==> config.mk <==
export PLATFORM = sky130hd
export DESIGN_NAME = alu_op_sequencer
export DESIGN_NICKNAME = d
export VERILOG_FILES = /design/src/rtl/alu_op_sequencer.sv
export SDC_FILE = /design/constraint.sdc
export NUM_CORES = 1
export LEC_CHECK = 0
export BUFFER_PORTS_ARGS = -buffer_cell sky130_fd_sc_hd__buf_2
export CAP_MARGIN = 20
export CORE_AREA = 2 2 168 170
export DETAILED_ROUTE_END_ITERATION = 7
export DIE_AREA = 0 0 170 172
export GPL_TIMING_DRIVEN = 0
export PLACE_DENSITY = 0.84
export SLEW_MARGIN = 20
export SYNTH_ARGS = -nofsm -noshare
export SYNTH_HDL_FRONTEND = slang
export SYNTH_SLANG_ARGS = --single-unit
==> constraint.sdc <==
create_clock -name clk -period 3.25 [get_ports clk]
set_input_delay 0.4875 -clock clk [delete_from_list [all_inputs] [get_ports clk]]
set_output_delay 0.4875 -clock clk [all_outputs]
set_load 0.05 [all_outputs]
==> src/rtl/alu_op_sequencer.sv <==
// Sequenced front-end for a signed ALU: single-cycle add/sub/mul, WIDTH-step restoring
// divider for div/mod, one command in flight, results held on a valid/ready port.
module alu_op_sequencer #(
  parameter int WIDTH = 16
) (
  input  logic                 clk,
  input  logic                 rst_n,
  input  logic                 cmd_valid,
  output logic                 cmd_ready,
  input  logic [3:0]           cmd_op,
  input  logic [WIDTH-1:0]     cmd_a,
  input  logic [WIDTH-1:0]     cmd_b,
  output logic                 res_valid,
  input  logic                 res_ready,
  output logic [2*WIDTH-1:0]   res_data,
  output logic [1:0]           res_err,
  output logic                 busy
);

  localparam logic [1:0] IDLE = 2'd0;
  localparam logic [1:0] DIV  = 2'd1;
  localparam logic [1:0] FIX  = 2'd2;
  localparam logic [1:0] DONE = 2'd3;

  localparam int              CW   = (WIDTH > 1) ? $clog2(WIDTH) : 1;
  localparam logic [CW-1:0]   LAST = CW'(WIDTH - 1);
  localparam logic [CW-1:0]   STEP = CW'(1);

  logic [1:0]           state;
  logic                 is_mod;
  logic                 a_neg;
  logic                 b_neg;
  logic [WIDTH:0]       divisor;
  logic [WIDTH:0]       rem;
  logic [WIDTH-1:0]     quo;
  logic [CW-1:0]        count;

  // Magnitude in WIDTH+1 bits so the most negative operand has an exact absolute value.
  function automatic logic [WIDTH:0] mag(input logic signed [WIDTH-1:0] v);
    logic signed [WIDTH:0] ext;
    ext = {v[WIDTH-1], v};
    return v[WIDTH-1] ? -ext : ext;
  endfunction

  function automatic logic [2*WIDTH-1:0] cond_neg(input logic [2*WIDTH-1:0] v, input logic neg);
    return neg ? -v : v;
  endfunction

  logic                      sub_op;
  logic [WIDTH-1:0]          addend;
  logic [WIDTH:0]            full_sum;
  logic                      add_ovf;
  logic [2*WIDTH-1:0]        sum_ext;
  logic signed [2*WIDTH-1:0] a_ext;
  logic signed [2*WIDTH-1:0] b_ext;
  logic [2*WIDTH-1:0]        prod;
  logic [WIDTH:0]            mag_a;
  logic [WIDTH:0]            mag_b;
  logic                      unused_mag_msb;

  // Accept-cycle arithmetic on the raw command operands.
  always_comb begin
    sub_op   = (cmd_op == 4'd1);
    addend   = sub_op ? ~cmd_b : cmd_b;
    full_sum = {1'b0, cmd_a} + {1'b0, addend} + {{WIDTH{1'b0}}, sub_op};
    // carry into MSB recovered from the MSB sum bit, XOR carry out of MSB
    add_ovf  = (full_sum[WIDTH-1] ^ cmd_a[WIDTH-1] ^ addend[WIDTH-1]) ^ full_sum[WIDTH];
    sum_ext  = {{WIDTH{full_sum[WIDTH-1]}}, full_sum[WIDTH-1:0]};
    a_ext    = {{WIDTH{cmd_a[WIDTH-1]}}, cmd_a};
    b_ext    = {{WIDTH{cmd_b[WIDTH-1]}}, cmd_b};
    prod     = a_ext * b_ext;
    mag_a    = mag(cmd_a);
    mag_b    = mag(cmd_b);
  end

  // |a| never exceeds 2^(WIDTH-1), so its top bit is always clear.
  assign unused_mag_msb = mag_a[WIDTH];

  logic [WIDTH:0]       rem_sh;
  logic [WIDTH:0]       rem_next;
  logic [WIDTH-1:0]     quo_next;
  logic [2*WIDTH-1:0]   quo_signed;
  logic [2*WIDTH-1:0]   rem_signed;

  // One restoring step, plus the sign fix-up applied in FIX.
  always_comb begin
    rem_sh = {rem[WIDTH-1:0], quo[WIDTH-1]};
    if (rem_sh >= divisor) begin
      rem_next = rem_sh - divisor;
      quo_next = {quo[WIDTH-2:0], 1'b1};
    end else begin
      rem_next = rem_sh;
      quo_next = {quo[WIDTH-2:0], 1'b0};
    end
    quo_signed = cond_neg({{WIDTH{1'b0}}, quo}, a_neg ^ b_neg);
    rem_signed = cond_neg({{(WIDTH-1){1'b0}}, rem}, a_neg);
  end

  always_ff @(posedge clk or negedge rst_n) begin
    if (!rst_n) begin
      state    <= IDLE;
      is_mod   <= 1'b0;
      a_neg    <= 1'b0;
      b_neg    <= 1'b0;
      divisor  <= '0;
      rem      <= '0;
      quo      <= '0;
      count    <= '0;
      res_data <= '0;
      res_err  <= 2'b00;
    end else begin
      case (state)
        IDLE: begin
          if (cmd_valid) begin
            case (cmd_op)
              4'd0, 4'd1: begin
                res_data <= sum_ext;
                res_err  <= {1'b0, add_ovf};
                state    <= DONE;
              end
              4'd2: begin
                res_data <= prod;
                res_err  <= 2'b00;
                state    <= DONE;
              end
              4'd3, 4'd4: begin
                if (cmd_b == '0) begin
                  res_data <= '0;
                  res_err  <= 2'b10;
                  state    <= DONE;
                end else begin
                  is_mod  <= (cmd_op == 4'd4);
                  a_neg   <= cmd_a[WIDTH-1];
                  b_neg   <= cmd_b[WIDTH-1];
                  divisor <= mag_b;
                  quo     <= mag_a[WIDTH-1:0];
                  rem     <= '0;
                  count   <= '0;
                  state   <= DIV;
                end
              end
              default: begin
                res_data <= '0;
                res_err  <= 2'b11;
                state    <= DONE;
              end
            endcase
          end
        end
        DIV: begin
          rem   <= rem_next;
          quo   <= quo_next;
          count <= count + STEP;
          if (count == LAST) state <= FIX;
        end
        FIX: begin
          res_data <= is_mod ? rem_signed : quo_signed;
          res_err  <= 2'b00;
          state    <= DONE;
        end
        default: begin
          if (res_ready) state <= IDLE;
        end
      endcase
    end
  end

  assign cmd_ready = (state == IDLE);
  assign busy      = (state != IDLE);
  assign res_valid = (state == DONE);

endmodule

==> results.txt <==
GRT Util Overall: 0.4121
antenna-violating nets left: 0
first-pass GRT wire length: 91450 um
post-synthesis async set-or-reset flop share: 1.000
post-synthesis sequential area ratio: 0.1324
Worst setup SP type: input port
placer's final routability congestion estimate: 0.9914
P&R area growth vs syn: 25.84%
Mapped Cells: 2056
synthesized net count: 2486
ys flop type: dfrtp_1
Yosys warnings: 0
Die X-Extent: 170 um
post-synthesis instance area: 0.01758 sq mm
DR vias: 17200
Synth Area in Simple Gates: 0.1689
drt pass-1 iters: 8
CTS max path bufs: 2
post-synthesis cell type count: 77
unrepaired setup endpoints after global routing: yes
Synth Area in Adders: 0.3903
port buffer count: 73
final clock skew: 0.01151 ns
Post-Route WL: 64300 um
setup total negative slack: -65.12 ns
Initial Utilization: 0.6398
crit path capture type: flop
area leader, netlist: fa_1
hpwl dp: 42330 um
Min Hold Slack: 0.02492 ns
most frequent cells in the layout: inv_1, fa_1, nand2_1
Yosys reg bits: 93
share of the synthesized area in the top cell type: 0.3006
Root Buffer: clkbuf_16
number of antenna diodes: 0
Final Max Tran Viols: 0
Vias/cell: 6.626
post-synthesis mux area share: 0.006548
top cells by area, synth: fa_1, dfrtp_1, ha_1
Max H-tree Level: 3
Crit Path Category: in2reg
Avg WL per Cell: 24.77 um
FILL cells: 1553
commonest non-fill, non-tap cell in the layout: inv_1
fin crit period: 6.256 ns
antenna violations before repair: 3
max_cap viols: 0
DRC violations left: 1
initial DRC count: 2498
I/O pins: 77
# rows: 61
failing checks: DRC, setup timing
largest family of logic cells by synthesized area: adder cells
ratio of cells with drive above 1 in the final layout: 0.2484
Clk Latency, worst-skew pair: 0.36 ns
final hold violation count: 0
pin count of the biggest net entering global routing: 58
Util after Layout: 0.8051
crit path DAT: 6.52 ns
die height: 172 um
final setup vio count: 29
Required @ worst endpoint: 3.51 ns
CTS tree: yes
Clock transition at path regs: 0.07 ns
compound-gate portion of the synthesized area: 0.1392
final worst slack: -3.006 ns
Worst Hold Class: in2async
gr ovfl total: 0
maximum fanout along the worst path: 9
Slew HR: 0.3822
CTS sink count: 93
Slew @ Worst Pin: 0.9267 ns
outcome: complete, but fails checks
final net count: 2675
EDFF count, synth: 0
Core Area: 0.02748 sq mm
fin crit share: 1.925
Num CTS Buffers: 9
Max Freq: 159.8 MHz
Mean Syn Cell Area: 8.550 sq um
vias in the first global route: 16960
die area: 0.02924 sq mm
Synth Area in XOR/XNOR: 0.06327
## per-stage QoR
step | instances | cell area (sq um) | setup WS (ns)
finish | 2596 | 22120 | -3.006
global route | 2596 | 22120 | -3.020
CTS | 2558 | 21280 | -2.761
detailed placement | 2476 | 19370 | -3.660
global placement | 2475 | 19340 | -3.536
floorplan | 2056 | 18540 | -2.721
## synthesized netlist by cell type (12+ instances only)
master    instances
fa_1            264
nand4_1          23
nor2b_1          13
ha_1            126
a22o_1           12
nor2_1           92
a21o_1           28
xor2_1           70
nand3_1          34
inv_1           341
clkbuf_1         93
o21ai_0          92
or3_1            13
nor3_1           16
o21a_1           13
and2_1          126
dfrtp_1          93
nand2b_1         14
a21oi_1          85
o31ai_1          23
o22ai_1          20
nand2_1         231
xnor2_1          57
## final timing paths
| kind | to | startpoint | slack [ns] | cells past startpoint |
|---|---|---|---|---|
| max in group asynchronous | divisor[15] | rst_n | 2.59 | 2 |
| min in group clk | res_data[3] | res_data[3] | 0.47 | 1 |
| worst min register to register | res_data[3] | res_data[3] | 0.47 | 1 |
| worst max-delay path | res_data[31] | cmd_a[15] | -3.01 | 24 |
| worst min-delay path | res_data[6] | rst_n | 0.02 | 1 |
| worst max register to register | res_data[21] | rem[6] | -0.16 | 7 |
## worst max-delay path, cell delays in order
cell      delay (ns)
buf_8           0.14
buf_12          0.16
buf_8           0.13
nand2_4         0.07
fa_1            0.59
inv_2           0.07
fa_2            0.59
buf_12          0.12
fa_1            0.42
fa_1            0.47
fa_1            0.56
inv_2           0.07
fa_2            0.56
inv_2           0.05
ha_4            0.15
a211o_1         0.30
a211oi_2        0.24
o31ai_1         0.13
o21bai_4        0.20
a21oi_4         0.19
o21ai_2         0.11
mux2i_1         0.15
o211a_1         0.29
o31ai_1         0.25
## flip-flops by register name, indices dropped and copies added, names as in the netlist
name,cells
a_neg,1
b_neg,1
count,4
divisor,17
is_mod,1
quo,16
rem,17
res_data,32
res_err,2
state,2
## kinds of logic (layout without fill, tap and decap cells)
kind of cell / after synthesis / in the layout
compound gates: 371 / 371
fa+ha+maj: 390 / 390
flops: 93 / 93
mux: 11 / 11
buf+inv: 458 / 652
xor+xnor: 127 / 127
simple gates: 606 / 606
## area by class of cell
class                   count  area (sq um)  area share
inverters                 343          1295     0.05854
plain buffers             111          1390     0.06284
flip-flops and latches     93          2327      0.1052
well taps                 346         432.9     0.01957
clock inverters             5         42.54    0.001923
clock buffers              11         242.7     0.01097
multi-input cells        1505         14890      0.6732
repair buffers            182          1499     0.06776
## per-layer routing
layer,up-vias,GRT usage,routed length (um)
met4,4,0.2103,5096
met1,8367,0.5151,21830
met2,1397,0.6623,28820
met3,435,0.1126,8503
li1,6997,-,-
met5,-,0,51
## repair_timing
item                       4_1_cts  5_1_grt
setup endpoints to repair       88       65
pin swaps                      104      107
cloned                           1        3
setup buffers                   67       37
gates resized for setup        219      149
hold buffers                     0        0
Power is not shown: default switching activity piles up to over one toggle a cycle in this logic, so the estimate is an artifact.
